===== config.mk =====
export PLATFORM = sky130hd
export DESIGN_NAME = tick_bcd_counter
export DESIGN_NICKNAME = d
export VERILOG_FILES = /design/src/rtl/tick_bcd_counter.sv
export SDC_FILE = /design/constraint.sdc
export NUM_CORES = 1
export LEC_CHECK = 0
export ABC_AREA = 1
export ABC_CLOCK_PERIOD_IN_PS = 3250
export CAP_MARGIN = 0
export CORE_ASPECT_RATIO = 1.5
export CORE_UTILIZATION = 45
export CTS_BUF_LIST = sky130_fd_sc_hd__clkbuf_8
export DETAILED_ROUTE_END_ITERATION = 8
export PLACE_DENSITY = 0.83
export SYNTH_ARGS = -nofsm -noshare
export SYNTH_HDL_FRONTEND = slang
export SYNTH_SLANG_ARGS = --single-unit

===== constraint.sdc =====
create_clock -name clk -period 3.25 [get_ports clk]
set_input_delay 0.65 -clock clk [delete_from_list [all_inputs] [get_ports clk]]
set_output_delay 0.65 -clock clk [all_outputs]
set_load 0.005 [all_outputs]

===== src/rtl/tick_bcd_counter.sv =====
// Two-digit BCD tick counter, modulo MOD, with terminal-count output for cascading.
// Define TICK_BCD_SAT_EN to saturate at MOD-1 with a level tc instead of wrapping.
module tick_bcd_counter #(
  parameter int MOD  = 60,
  parameter int EDGE = 1
) (
  input  logic       clk,
  input  logic       rst_b,
  input  logic       clr,
  input  logic       en,
  input  logic       tick,
  input  logic       ld,
  input  logic [7:0] d,
  output logic [7:0] q,
  output logic       tc
);

  localparam int         LAST   = MOD - 1;
  localparam logic [3:0] LAST_T = 4'(LAST / 10);
  localparam logic [3:0] LAST_U = 4'(LAST % 10);

  logic [7:0] count_q, count_d;
  logic       tc_q, tc_d;
  logic       tick_q;
  logic       inc;
  logic       at_last;

  // Loads that are not legal BCD below MOD collapse to 00, keeping q always in range.
  function automatic logic [7:0] load_value(input logic [7:0] v);
    int n;
    n = 10 * int'(v[7:4]) + int'(v[3:0]);
    if ((v[7:4] <= 4'd9) && (v[3:0] <= 4'd9) && (n < MOD)) return v;
    else return 8'h00;
  endfunction

  assign inc     = en & tick & ((EDGE != 0) ? ~tick_q : 1'b1);
  assign at_last = (count_q == {LAST_T, LAST_U});

  always_comb begin
    count_d = count_q;
    tc_d    = 1'b0;
    if (clr) begin
      count_d = 8'h00;
    end else if (ld) begin
      count_d = load_value(d);
    end else if (inc) begin
      if (at_last) begin
`ifdef TICK_BCD_SAT_EN
        count_d = count_q;
`else
        count_d = 8'h00;
        tc_d    = 1'b1;
`endif
      end else if (count_q[3:0] == 4'd9) begin
        count_d = {count_q[7:4] + 4'd1, 4'd0};
      end else begin
        count_d = {count_q[7:4], count_q[3:0] + 4'd1};
      end
    end
`ifdef TICK_BCD_SAT_EN
    // Saturating mode: tc follows the held terminal value as a level.
    tc_d = (count_d == {LAST_T, LAST_U});
`endif
  end

  // tick_q resets high so a tick already asserted at reset release is not an edge.
  always_ff @(posedge clk or negedge rst_b) begin
    if (!rst_b) begin
      count_q <= 8'h00;
      tc_q    <= 1'b0;
      tick_q  <= 1'b1;
    end else begin
      count_q <= count_d;
      tc_q    <= tc_d;
      tick_q  <= tick;
    end
  end

  assign q  = count_q;
  assign tc = tc_q;

endmodule


# After elaboration in Yosys (flattened, before gate mapping)
# Index checks and enable logic that the tools add are counted.
[word_totals] regBits=10 latchBits=0 ram_bits=0 romBits=0 n_memories=0
[classes] addsub=3 mul=1 n_div=0 order_cmp=3 eq_ne=2 n_shift=0 muxes=10 bitwise_logic=3 reduce_logical=5
[ops] operator="2-to-1 mux 8 bit" n=6
[ops] operator="adder 8 x 4 -> 9 bit" n=1
[ops] operator="< comparator 9 x 6 -> 1 bit (second input constant)" n=1
[ops] operator="adder 4 x 1 -> 4 bit (second input constant)" n=2
[ops] operator="== test 8 x 7 -> 1 bit (second input constant)" n=1
[ops] operator="<= comparator 4 bit (second input constant)" n=2
[ops] operator="multiplier 3 x 4 -> 7 bit (first input constant)" n=1
[ops] operator="== test 4 bit (second input constant)" n=1
[ops] operator="2-to-1 mux 1 bit" n=4
[ops] operator="nonzero test 4 bit" n=1
[ops] operator="nonzero test 3 bit" n=1
[ops] operator="AND 1 bit" n=2
[ops] operator="logical AND 1 bit" n=2
[ops] operator="AND reduction 2 bit" n=1
[ops] operator="NOT 1 bit" n=1

# Depth between registers and ports, before layout
[depth] ltp_word=7 ltp_mapped=14 ltp_nobuf=14

# Worst setup path after synthesis
# Ideal clock, no wire load.
[synth_timing] kind="input port to flip-flop" from="input port d[5]" to="register count_q[2] (netlist: q[2])" setup_time_ns=0.065 arrival_time_ns=2.342 required_ns=3.185 path_slack_ns=0.843 stages=13 path_buffers=0 cell_sequence="ha_1 ha_1 fa_1 nand2_1 inv_1 nand3_1 nor2_1 nor2_1 nor2_4 nand3_1 nand2_1 nand2_1 nand2_1"
[synth_between] elab_chain_len=7 elab_cells_between_ends=9 cone_classes="1 x add/sub; 1 x mul; 2 x order compare; 3 x mux; 2 x reduce/logical"
[synth_rtl] item="start: declaration" line="13" text="input logic [7:0] d,"
[synth_rtl] item="multiplier 3 x 4 -> 7 bit" line="31" text="n = 10 * int'(v[7:4]) + int'(v[3:0]);"
[synth_rtl] item="adder 8 x 4 -> 9 bit" line="31"
[synth_rtl] item="< comparator 9 x 6 -> 1 bit" line="32" text="if ((v[7:4] <= 4'd9) && (v[3:0] <= 4'd9) && (n < MOD)) return v;"
[synth_rtl] item="logical AND 1 bit *" line="32"
[synth_rtl] item="2-to-1 mux 8 bit *" line="32"
[synth_rtl] item="2-to-1 mux 8 bit *" line="44" text="end else if (ld) begin"
[synth_rtl] item="2-to-1 mux 8 bit *" line="42" text="if (clr) begin"
[synth_rtl] item="end signal: assignment" line="73" text="count_q <= count_d;"
[synth_rtl] item="end: declaration" line="22" text="logic [7:0] count_q, count_d;"
# Mark *: on every way between the ends. The rest lies on a longest branch, timed or not.
# A chain may end at the register's enable or synchronous reset.

# Final worst setup path
[layout_timing] from="input port d[5]" to="register count_q[7] (netlist: q[7])"
# Same word-level chain as after synthesis.

==> results.json <==
{
  "postSynthAreaPerCell_um2": 6.58,
  "stdcell_area_um2": 1330,
  "io_pins": 23,
  "rows": 20,
  "path_class": "in2reg",
  "syn-num-nets": 181,
  "routedWlPerCell_um": 12.3,
  "cts_hold_buf": 0,
  "dieWidth_um": 40.9,
  "portBuffers": 22,
  "worstHoldPathCells": 2,
  "path_max_fanout": 8,
  "vias": 1066,
  "ys_types": 20,
  "maxCapViolCount": 0,
  "p_int_mw": 0.303,
  "p_seq_share_pct": 32.4,
  "yosys.area_share.adder_pct": 16.2,
  "diodes": 0,
  "muxShareOfSynthArea_pct": 0,
  "finalSetupTns_ns": 0,
  "period_needed_ns": 2.86,
  "use_met1_pct": 23.3,
  "p_clk_share_pct": 35.7,
  "multi_input_comb_area_um2": 678,
  "crit_path_end_kind": "register",
  "die_y_um": 60.3,
  "gp_congestion": 0.845,
  "crit_cells": 14,
  "grt_util_met3_pct": 5.95,
  "synth_area_um2": 1020,
  "cts_tree": "yes",
  "cpPeakStageDelay_ns": 0.53,
  "ir_drop_uv": 270,
  "combPwrFrac_pct": 31.8,
  "cts_setup_buffers": 0,
  "cts-root-buf": "clkbuf_8",
  "grt_pass1_vias": 1085,
  "period_share_pct": 87.9,
  "top_usage_layer": "met2",
  "setup_viol": 0,
  "cts_max_level": 1,
  "hold_path.class": "reg2reg",
  "rsz0062_at_grt": "false",
  "synthSimpleGateAreaFrac_pct": 41.5,
  "track_usage_pct": 24.4,
  "power.total_mw": 0.439,
  "place_ws_ns": 0.158,
  "cts_buffer_depth": 2,
  "final_util_pct": 64.2,
  "vias_per_cell": 5.20,
  "reg2regPathDepth": 9,
  "dr.pass1.iters": 4,
  "seq_area_um2": 251,
  "synth_seq_cells": 10,
  "outcome": "complete, no violations",
  "path_delay_family": "adder cells",
  "finalHoldViolCount": 0,
  "cts_buffers": 3,
  "dieArea_um2": 2460,
  "leakage_nw": 0.686,
  "seq_area_frac_synth_pct": 24.7,
  "placed_cells": 201,
  "skew_ns": 0.00463,
  "fill_cells": 193,
  "synth_warnings": 0,
  "antenna_found_initial": 0,
  "hold_slack_ns": 0.532,
  "cts-resized-gates": 0,
  "fin_nets": 210,
  "grt_overflow": 0,
  "drive_gt1_share_pct": 9.84,
  "clkLatencyLatePin_ns": 0.24,
  "crit_arrival_ns": 3.03,
  "synth_top_family_by_area": "simple AND/OR/NAND/NOR gates",
  "relSlewSlack_pct": 68.5,
  "fin_ws_ns": 0.392,
  "start_kind": "primary input",
  "grt_max_degree": 14,
  "path_common_cell": "nand2_1",
  "drc_errors": 0,
  "power.density_nw_per_um2": 329,
  "syn_inst": 155,
  "coreArea_um2": 2080,
  "synth_compound_area_share_pct": 5.40,
  "path_clk_slew_ns": 0.05,
  "cp_num_buf_inv": 2,
  "drv_slew": 0,
  "start_util_pct": 49.1,
  "routed_wl_um": 2510,
  "drt-initial-drc-count": 18,
  "critical_path.cell_chain": "clkdlybuf4s50_1 -> ha_1 -> ha_1 -> fa_1 -> nand2_1 -> inv_1 -> nand3_1 -> nor2_1 -> nor2_1 -> nor2_4 -> nand3_1 -> nand2_1 -> nand2_1 -> nand2_1",
  "area.growth.synth_to_final_pct": 30.8,
  "crit_required_ns": 3.43,
  "worstMarginPinSlew_ns": 0.471,
  "grt_util_met2_pct": 41.7,
  "switching_share_pct": 31.0,
  "synth-xor-area-share_pct": 3.44,
  "antenna_left": 0,
  "fin_cells": 205,
  "crit_path_top_delay_cell": "fa_1",
  "placed_cell_area_um2": 1280,
  "clock.fmax_ghz": 0.350,
  "grt_pass1_wl_um": 4130,
  "cts_sinks": 10,
  "dp_hpwl_um": 2080,
  "p_switching_mw": 0.136
}
power by group through the flow:
stage	logic (mW)	registers, mW	clock network [mW]
3_5_place_dp	0.139	0.144	0
4_1_cts	0.140	0.142	0.162
6_report	0.140	0.142	0.157
3_3_place_gp	0.132	0.144	0
5_1_grt	0.159	0.144	0.167
2_1_floorplan	0.0816	0.143	0
metal layers:
layer | wire, µm | vias to the layer above | part of all wire [%]
li1 | - | 542 | -
met5 | 0 | - | 0
met4 | 44 | 0 | 1.8
met2 | 1430 | 24 | 57
met3 | 88 | 6 | 3.5
met1 | 954 | 494 | 38
final cells by class:
class                      count  area share (%)
tap                           22            2.06
timing repair buffer          25            18.2
inverter                      21            5.91
sequential                    10            18.9
clock buffer                   4            4.13
multi-input combinational    123            50.8
registers in the layout, indices dropped and copies added, names as in the netlist:
name,flops
q,8
tc,1
tick_q,1
cell usage after synthesis:
cell type  count  share of area (%)
nor3_1         1               0.49
xnor2_1        2                1.7
inv_2          1               0.37
nand3b_1       1               0.74
or2_2          3                1.8
xor2_1         2                1.7
dfrtp_1        9                 22
nand2_2        3                1.8
nand3_2        1               0.98
ha_1          10                 12
inv_1         20                7.4
nor2_1        16                5.9
fa_1           2                3.9
nand3_1       17                8.3
nand2_1       52                 19
buf_6          1                1.1
o21ai_0        3                1.5
nor2_4         2                2.2
a21oi_1        8                3.9
dfstp_2        1                2.6
cells by family after synthesis:
group / after synthesis
compound gates: 11
xor+xnor: 4
fa+ha+maj: 12
buf+inv: 22
flops: 10
simple gates: 96
final timing paths:
kind | start | end | slack (ns)
max | d[5] | q[7] | 0.39
min | q[7] | q[7] | 0.53
max reg2reg | q[1] | q[4] | 1.70
min reg2reg | q[7] | q[7] | 0.53
max in group asynchronous | rst_b | tick_q | 2.17
min in group asynchronous | rst_b | tc | 0.74
worst reg2reg max path, cell delays in order, from the launching register on:
cell and delay, ns:
dfrtp_1 0.42, inv_1 0.08, ha_1 0.16, nand2_2 0.07, nor2_4 0.17, nand2_2 0.08, or2_2 0.28, a21oi_1 0.13
nand2_1 0.06, nand2_1 0.05
cell usage in the layout (no fill, tap or decap):
cell type        instances
xnor2_1                  2
nor3_1                   1
nor2_4                   2
or2_2                    3
a21oi_1                  8
clkdlybuf4s50_1         22
nand2_1                 52
fa_1                     2
nor2_1                  16
clkbuf_8                 4
inv_2                    1
xor2_1                   2
inv_1                   20
buf_4                    3
nand3b_1                 1
ha_1                    10
o21ai_0                  3
dfrtp_1                  9
nand3_1                 17
nand3_2                  1
dfstp_2                  1
nand2_2                  3
(Power assumes the default switching activity.)
